===== config.mk =====
export PLATFORM = sky130hd
export DESIGN_NAME = alu_arbiter_flat
export DESIGN_NICKNAME = d
export VERILOG_FILES = /design/src/rtl/alu_arbiter_if.sv /design/src/rtl/alu_arbiter.sv /design/src/flat_wrapper.sv
export SDC_FILE = /design/constraint.sdc
export NUM_CORES = 1
export LEC_CHECK = 0
export CELL_PAD_IN_SITES_DETAIL_PLACEMENT = 1
export CELL_PAD_IN_SITES_GLOBAL_PLACEMENT = 1
export CORE_MARGIN = 2
export CORE_UTILIZATION = 29
export CTS_CLUSTER_SIZE = 10
export DETAILED_ROUTE_END_ITERATION = 10
export PLACE_DENSITY_LB_ADDON = 0.1
export RECOVER_POWER = 50
export SLEW_MARGIN = 10
export SYNTH_ARGS = -nofsm -noshare
export SYNTH_HDL_FRONTEND = slang
export SYNTH_SLANG_ARGS = --single-unit
export TNS_END_PERCENT = 50

===== constraint.sdc =====
create_clock -name clk -period 1.85 [get_ports clk]
set_input_delay 0.37 -clock clk [delete_from_list [all_inputs] [get_ports clk]]
set_output_delay 0.37 -clock clk [all_outputs]
set_load 0.01 [all_outputs]

===== src/rtl/alu_arbiter_if.sv =====
// Requester-side bundle for alu_arbiter: two operation request channels plus
// the shared result/response channel.
interface alu_arbiter_if #(
  parameter int WORD_SIZE = 8
);
  logic                 req0_valid;
  logic                 req0_ready;
  logic [WORD_SIZE-1:0] req0_a;
  logic [WORD_SIZE-1:0] req0_b;
  logic                 req0_mode;
  logic                 req1_valid;
  logic                 req1_ready;
  logic [WORD_SIZE-1:0] req1_a;
  logic [WORD_SIZE-1:0] req1_b;
  logic                 req1_mode;
  logic                 resp0_valid;
  logic                 resp0_ready;
  logic                 resp1_valid;
  logic                 resp1_ready;
  logic [WORD_SIZE-1:0] resp_c;
  logic                 resp_overflow;

  modport master (
    output req0_valid, req0_a, req0_b, req0_mode,
    output req1_valid, req1_a, req1_b, req1_mode,
    output resp0_ready, resp1_ready,
    input  req0_ready, req1_ready,
    input  resp0_valid, resp1_valid, resp_c, resp_overflow
  );

  modport slave (
    input  req0_valid, req0_a, req0_b, req0_mode,
    input  req1_valid, req1_a, req1_b, req1_mode,
    input  resp0_ready, resp1_ready,
    output req0_ready, req1_ready,
    output resp0_valid, resp1_valid, resp_c, resp_overflow
  );
endinterface


===== src/rtl/alu_arbiter.sv =====
// Round-robin arbiter/sequencer for the shared add/sub ALU: accepts one op at a
// time, drives the ALU from registers, and returns the captured result to its owner.
module alu_arbiter #(
  parameter int WORD_SIZE = 8
) (
  input  logic                 clk,
  input  logic                 rst,
  alu_arbiter_if.slave         bus,
  output logic [WORD_SIZE-1:0] alu_a,
  output logic [WORD_SIZE-1:0] alu_b,
  output logic                 alu_mode,
  input  logic [WORD_SIZE-1:0] alu_c,
  input  logic                 alu_overflow,
  output logic                 busy,
  output logic [7:0]           ovf_count
);

  typedef enum logic [1:0] {
    IDLE = 2'd0,
    EXEC = 2'd1,
    RESP = 2'd2
  } state_t;

  state_t               state_q, state_d;
  logic                 last_grant_q, last_grant_d;
  logic                 owner_q, owner_d;
  logic [WORD_SIZE-1:0] alu_a_q, alu_a_d;
  logic [WORD_SIZE-1:0] alu_b_q, alu_b_d;
  logic                 alu_mode_q, alu_mode_d;
  logic [WORD_SIZE-1:0] resp_c_q, resp_c_d;
  logic                 resp_ovf_q, resp_ovf_d;
  logic [7:0]           ovf_count_q, ovf_count_d;
  logic [1:0]           resp_valid_q, resp_valid_d;
  logic                 busy_q, busy_d;

  logic                 grant;
  logic                 grant_vld;
  logic                 ready0;
  logic                 ready1;
  logic                 owner_resp_ready;

  // Arbitration: on contention the requester not served last time wins.
  always_comb begin
    grant     = 1'b0;
    grant_vld = bus.req0_valid | bus.req1_valid;
    if (bus.req0_valid && bus.req1_valid) begin
      grant = ~last_grant_q;
    end else if (bus.req0_valid) begin
      grant = 1'b0;
    end else begin
      grant = 1'b1;
    end
    ready0 = (state_q == IDLE) && grant_vld && (grant == 1'b0) && !rst;
    ready1 = (state_q == IDLE) && grant_vld && (grant == 1'b1) && !rst;
    owner_resp_ready = owner_q ? bus.resp1_ready : bus.resp0_ready;
  end

  // Next-state and datapath register updates.
  always_comb begin
    state_d      = state_q;
    last_grant_d = last_grant_q;
    owner_d      = owner_q;
    alu_a_d      = alu_a_q;
    alu_b_d      = alu_b_q;
    alu_mode_d   = alu_mode_q;
    resp_c_d     = resp_c_q;
    resp_ovf_d   = resp_ovf_q;
    ovf_count_d  = ovf_count_q;
    case (state_q)
      IDLE: begin
        if (ready0 || ready1) begin
          alu_a_d      = grant ? bus.req1_a : bus.req0_a;
          alu_b_d      = grant ? bus.req1_b : bus.req0_b;
          alu_mode_d   = grant ? bus.req1_mode : bus.req0_mode;
          owner_d      = grant;
          last_grant_d = grant;
          state_d      = EXEC;
        end else begin
          state_d = IDLE;
        end
      end
      EXEC: begin
        resp_c_d   = alu_c;
        resp_ovf_d = alu_overflow;
        if (alu_overflow && (ovf_count_q != 8'hFF)) begin
          ovf_count_d = ovf_count_q + 8'd1;
        end else begin
          ovf_count_d = ovf_count_q;
        end
        state_d = RESP;
      end
      RESP: begin
        if (owner_resp_ready) begin
          state_d = IDLE;
        end else begin
          state_d = RESP;
        end
      end
      default: begin
        state_d = IDLE;
      end
    endcase
    // Status outputs are registered, so derive them from the next state.
    busy_d          = (state_d != IDLE);
    resp_valid_d[0] = (state_d == RESP) && (owner_d == 1'b0);
    resp_valid_d[1] = (state_d == RESP) && (owner_d == 1'b1);
  end

  // State and output registers; reset abandons any op in flight.
  always_ff @(posedge clk) begin
    if (rst) begin
      state_q      <= IDLE;
      last_grant_q <= 1'b1;
      owner_q      <= 1'b0;
      alu_a_q      <= '0;
      alu_b_q      <= '0;
      alu_mode_q   <= 1'b0;
      resp_c_q     <= '0;
      resp_ovf_q   <= 1'b0;
      ovf_count_q  <= 8'd0;
      resp_valid_q <= 2'b00;
      busy_q       <= 1'b0;
    end else begin
      state_q      <= state_d;
      last_grant_q <= last_grant_d;
      owner_q      <= owner_d;
      alu_a_q      <= alu_a_d;
      alu_b_q      <= alu_b_d;
      alu_mode_q   <= alu_mode_d;
      resp_c_q     <= resp_c_d;
      resp_ovf_q   <= resp_ovf_d;
      ovf_count_q  <= ovf_count_d;
      resp_valid_q <= resp_valid_d;
      busy_q       <= busy_d;
    end
  end

  assign bus.req0_ready    = ready0;
  assign bus.req1_ready    = ready1;
  assign bus.resp0_valid   = resp_valid_q[0];
  assign bus.resp1_valid   = resp_valid_q[1];
  assign bus.resp_c        = resp_c_q;
  assign bus.resp_overflow = resp_ovf_q;
  assign alu_a             = alu_a_q;
  assign alu_b             = alu_b_q;
  assign alu_mode          = alu_mode_q;
  assign busy              = busy_q;
  assign ovf_count         = ovf_count_q;

endmodule

===== src/flat_wrapper.sv =====
// flat-port wrapper written by rule: the top's interface ports become plain ports
module alu_arbiter_flat 
#(
  parameter int WORD_SIZE = 8
)
  (clk, rst, alu_a, alu_b, alu_mode, alu_c, alu_overflow, busy, ovf_count, bus_req0_valid, bus_req0_a, bus_req0_b, bus_req0_mode, bus_req1_valid, bus_req1_a, bus_req1_b, bus_req1_mode, bus_resp0_ready, bus_resp1_ready, bus_req0_ready, bus_req1_ready, bus_resp0_valid, bus_resp1_valid, bus_resp_c, bus_resp_overflow);
  alu_arbiter_if #(.WORD_SIZE(WORD_SIZE)) bus_i ();
  input  logic clk;
  input  logic rst;
  output logic [WORD_SIZE-1:0] alu_a;
  output logic [WORD_SIZE-1:0] alu_b;
  output logic alu_mode;
  input  logic [WORD_SIZE-1:0] alu_c;
  input  logic alu_overflow;
  output logic busy;
  output logic [7:0] ovf_count;
  input wire logic [$bits(bus_i.req0_valid)-1:0] bus_req0_valid;
  input wire logic [$bits(bus_i.req0_a)-1:0] bus_req0_a;
  input wire logic [$bits(bus_i.req0_b)-1:0] bus_req0_b;
  input wire logic [$bits(bus_i.req0_mode)-1:0] bus_req0_mode;
  input wire logic [$bits(bus_i.req1_valid)-1:0] bus_req1_valid;
  input wire logic [$bits(bus_i.req1_a)-1:0] bus_req1_a;
  input wire logic [$bits(bus_i.req1_b)-1:0] bus_req1_b;
  input wire logic [$bits(bus_i.req1_mode)-1:0] bus_req1_mode;
  input wire logic [$bits(bus_i.resp0_ready)-1:0] bus_resp0_ready;
  input wire logic [$bits(bus_i.resp1_ready)-1:0] bus_resp1_ready;
  output wire logic [$bits(bus_i.req0_ready)-1:0] bus_req0_ready;
  output wire logic [$bits(bus_i.req1_ready)-1:0] bus_req1_ready;
  output wire logic [$bits(bus_i.resp0_valid)-1:0] bus_resp0_valid;
  output wire logic [$bits(bus_i.resp1_valid)-1:0] bus_resp1_valid;
  output wire logic [$bits(bus_i.resp_c)-1:0] bus_resp_c;
  output wire logic [$bits(bus_i.resp_overflow)-1:0] bus_resp_overflow;
  assign bus_i.req0_valid = bus_req0_valid;
  assign bus_i.req0_a = bus_req0_a;
  assign bus_i.req0_b = bus_req0_b;
  assign bus_i.req0_mode = bus_req0_mode;
  assign bus_i.req1_valid = bus_req1_valid;
  assign bus_i.req1_a = bus_req1_a;
  assign bus_i.req1_b = bus_req1_b;
  assign bus_i.req1_mode = bus_req1_mode;
  assign bus_i.resp0_ready = bus_resp0_ready;
  assign bus_i.resp1_ready = bus_resp1_ready;
  assign bus_req0_ready = bus_i.req0_ready;
  assign bus_req1_ready = bus_i.req1_ready;
  assign bus_resp0_valid = bus_i.resp0_valid;
  assign bus_resp1_valid = bus_i.resp1_valid;
  assign bus_resp_c = bus_i.resp_c;
  assign bus_resp_overflow = bus_i.resp_overflow;
  alu_arbiter #(.WORD_SIZE(WORD_SIZE)) u_core (.clk(clk), .rst(rst), .bus(bus_i), .alu_a(alu_a), .alu_b(alu_b), .alu_mode(alu_mode), .alu_c(alu_c), .alu_overflow(alu_overflow), .busy(busy), .ovf_count(ovf_count));
endmodule

==> impl_metrics.tcl <==
set metrics [dict create \
    status "completed" \
    post-route-min-period_ns 1.78 \
    ys_ff_latch 41 \
    finalSetupViolations 0 \
    routed_wl_um 5330 \
    synth_area_mm2 0.00180 \
    hold_path.class "register to register" \
    p_total_w 0.00218 \
    rsz0062_at_grt "false" \
    worstPathMaxFanout 7 \
    syn2layout_area_growth_pct 61.2 \
    drive_gt1_share_pct 9.62 \
    die_y_um 82.7 \
    cellPowerDensity_mw_per_mm2 753 \
    syn_inst 196 \
    post_drt_wl_per_cell_um 14.6 \
    place.gp.congestion 0.772 \
    h-tree-depth 2 \
    finalInstanceArea_mm2 0.00289 \
    end_kind "output port" \
    rrSetupSlack_ns 0.27 \
    drt_iter0_markers 32 \
    core.rowCount 28 \
    relSlewSlack_pct 73.5 \
    ys_types 39 \
    initial_utilization_pct 30.1 \
    leakagePower_nw 1.12 \
    synth_top_family_by_area "compound AO/OA/AOI/OAI gates" \
    synthMuxAreaShare_pct 1.74 \
    max-cap-violations 0 \
    holdWs_ns 0.457 \
    ys_seq_area_share_pct 45.7 \
    synth_ff_type "dfxtp_1" \
    hold_violations 0 \
    worst_pin_slew_ns 0.387 \
    cts_tree "built" \
    synth_edf_count 0 \
    hold_start "u_core.bus.resp_c[4]" \
    path_class "register to output port" \
    synth_top_area_share_pct 45.7 \
    clockBufferDepth 2 \
    synth_warnings 0 \
    dp_hpwl_um 3810 \
    dr.pass1.iters 4 \
    drcViolationCount 0 \
    async_flop_share_pct 0 \
    vias 1803 \
    critPathArrivalTime_ns 1.41 \
    num_io_pins 88 \
    overflow 0 \
    cts.sinks 41 \
    critical_path_required_ns 1.48 \
    synthTopCellsByCount "dfxtp_1 (41), inv_1 (20), nand2_1 (20)" \
    worstRegToRegCells 4 \
    skew_ns 0.00744 \
    clkSlewWorstSetupHoldPaths_ns 0.08 \
    yosys.area.top_type "dfxtp_1" \
    syn_nets 246 \
    clk_latency_ns 0.29 \
    grtUsageTotal_pct 16.8 \
    worstHoldPathCells 2 \
    r2r_start "u_core.ovf_count[0]" \
    synth_xor_area_share_pct 0 \
    fill_cells 701 \
    timing.fmax_ghz 0.563 \
    slew_violations 0 \
    worstReg2RegEnd "u_core.ovf_count[0]" \
    finalCritPeriodShare_pct 96.0 \
    min_to "u_core.bus.resp_c[4]" \
    grt_max_degree 41 \
    ir_worst_vdd_uv 365 \
    grt_pass1_vias 1892 \
    synthAdderAreaFrac_pct 0.697 \
    die_x_um 82.7 \
    synth.area.top_cells "dfxtp_1 (46%), a221o_1 (9.5%), a211oi_1 (7.9%)" \
    drtAntennaViolNets 0 \
    num-nets-final 341 \
    grt_pass1_wl_um 8850 \
    placedInstanceArea_mm2 0.00279 \
    avgViaCountPerCell 4.93 \
    yosysMostFrequentCell "dfxtp_1" \
    antenna_found_initial 0 \
    numCtsBuffers 5 \
    synth_compound_area_share_pct 26.7 \
    syn_avg_cell_area_um2 9.16 \
    core_area_mm2 0.00596 \
    clk_root_buffer_cell "clkbuf_8" \
    synth_simple_gate_area_share_pct 15.7 \
    startpoint_type "register" \
    die-area_mm2 0.00684 \
    antenna_cells 0 \
    place.port_buffers 87 \
]
## report_power, final
group	internal (W)	switching, W	total, W
registers	0.000951	0.0000386	0.000990
clock network	0.000392	0.000308	0.000701
logic	0.000281	0.000208	0.000488
total	0.00162	0.000555	0.00218
## flip-flops by register name (all words and copies together), names as in the netlist
| register | count |
|---|---|
| u_core.ovf_count | 8 |
| u_core.last_grant_q | 1 |
| u_core.bus.resp_overflow | 1 |
| u_core.alu_b | 8 |
| u_core.busy | 1 |
| u_core.alu_mode | 1 |
| u_core.state_q | 2 |
| u_core.bus.resp_c | 8 |
| u_core.alu_a | 8 |
| u_core.resp_valid_q | 2 |
| u_core.owner_q | 1 |
## cell families after synthesis
group                      Yosys count
AOI/OAI and AO/OA                   62
adders and majority gates            1
buffers and inverters               37
DFF                                 41
muxes                                3
and+or+nand+nor                     52
## placed cells by master (no fill, tap or decap), types with 3 or more instances in the layout
cell type and n:
a211oi_1 19, a21oi_1 14, a221o_1 17, a31oi_1 4, and4_1 3, buf_4 12
clkbuf_4 3, clkbuf_8 5, clkdlybuf4s50_1 68, dfxtp_1 41, dlygate4sd3_1 16, inv_1 20
nand2_1 20, nor2_1 6, nor2b_1 3, nor3_1 3
## stage by stage
stage | setup TNS, ns | std cells | util [%] | setup slack, ns
finish | 0 | 366 | 48.6 | 0.0742
global route | 0 | 366 | 48.6 | 0.000688
CTS | 0 | 366 | 48.6 | 0.0117
detailed placement | -1.10 | 359 | 46.9 | -0.235
global placement | -0.666 | 359 | 46.9 | -0.237
floorplan | 0 | 196 | - | 0.337
## how the worst max path moves through the flow
stage,start,to,slack [ns],cells past startpoint
final,u_core.state_q[1],bus_req1_ready,0.07,3
after CTS,bus_req0_valid,bus_req1_ready,0.01,4
after floorplan,u_core.ovf_count[0],u_core.ovf_count[0],0.34,4
after global placement,bus_req0_valid,bus_req1_ready,-0.24,4
after global routing,u_core.ovf_count[4],ovf_count[4],0.0007,1
after detailed placement,bus_req0_valid,bus_req1_ready,-0.24,4
## critical path: stages (launching register included)
cell,delay (ns)
dfxtp_1,0.37
nor2_2,0.23
and4_4,0.26
dlygate4sd2_1,0.26
## cell type report
cell class	instances	area [um2]	share of cell area (%)
repair buffers	103	988	34.2
flip-flops and latches	41	821	28.4
multi-input cells	118	805	27.8
well taps	75	93.8	3.24
inverters	22	82.6	2.85
clock buffers	5	68.8	2.38
clock inverters	2	35.0	1.21
## timing repair
item	4_1_cts	5_1_grt
gates cloned	0	0
endpoints found under the hold margin	0	0
setup endpoints to repair	2	2
buffers inserted	0	0
resized for setup	2	2
hold buffers	0	0
## routing by layer
layer / track usage (%) / share of wire [%] / vias to the layer above
li1: - / - / 903
met1: 20.7 / 45 / 837
met2: 27.3 / 46 / 57
met3: 6.41 / 7.6 / 6
met4: 4.92 / 1.2 / 0
met5: 0 / 0 / -
(Power assumes the default switching activity.)
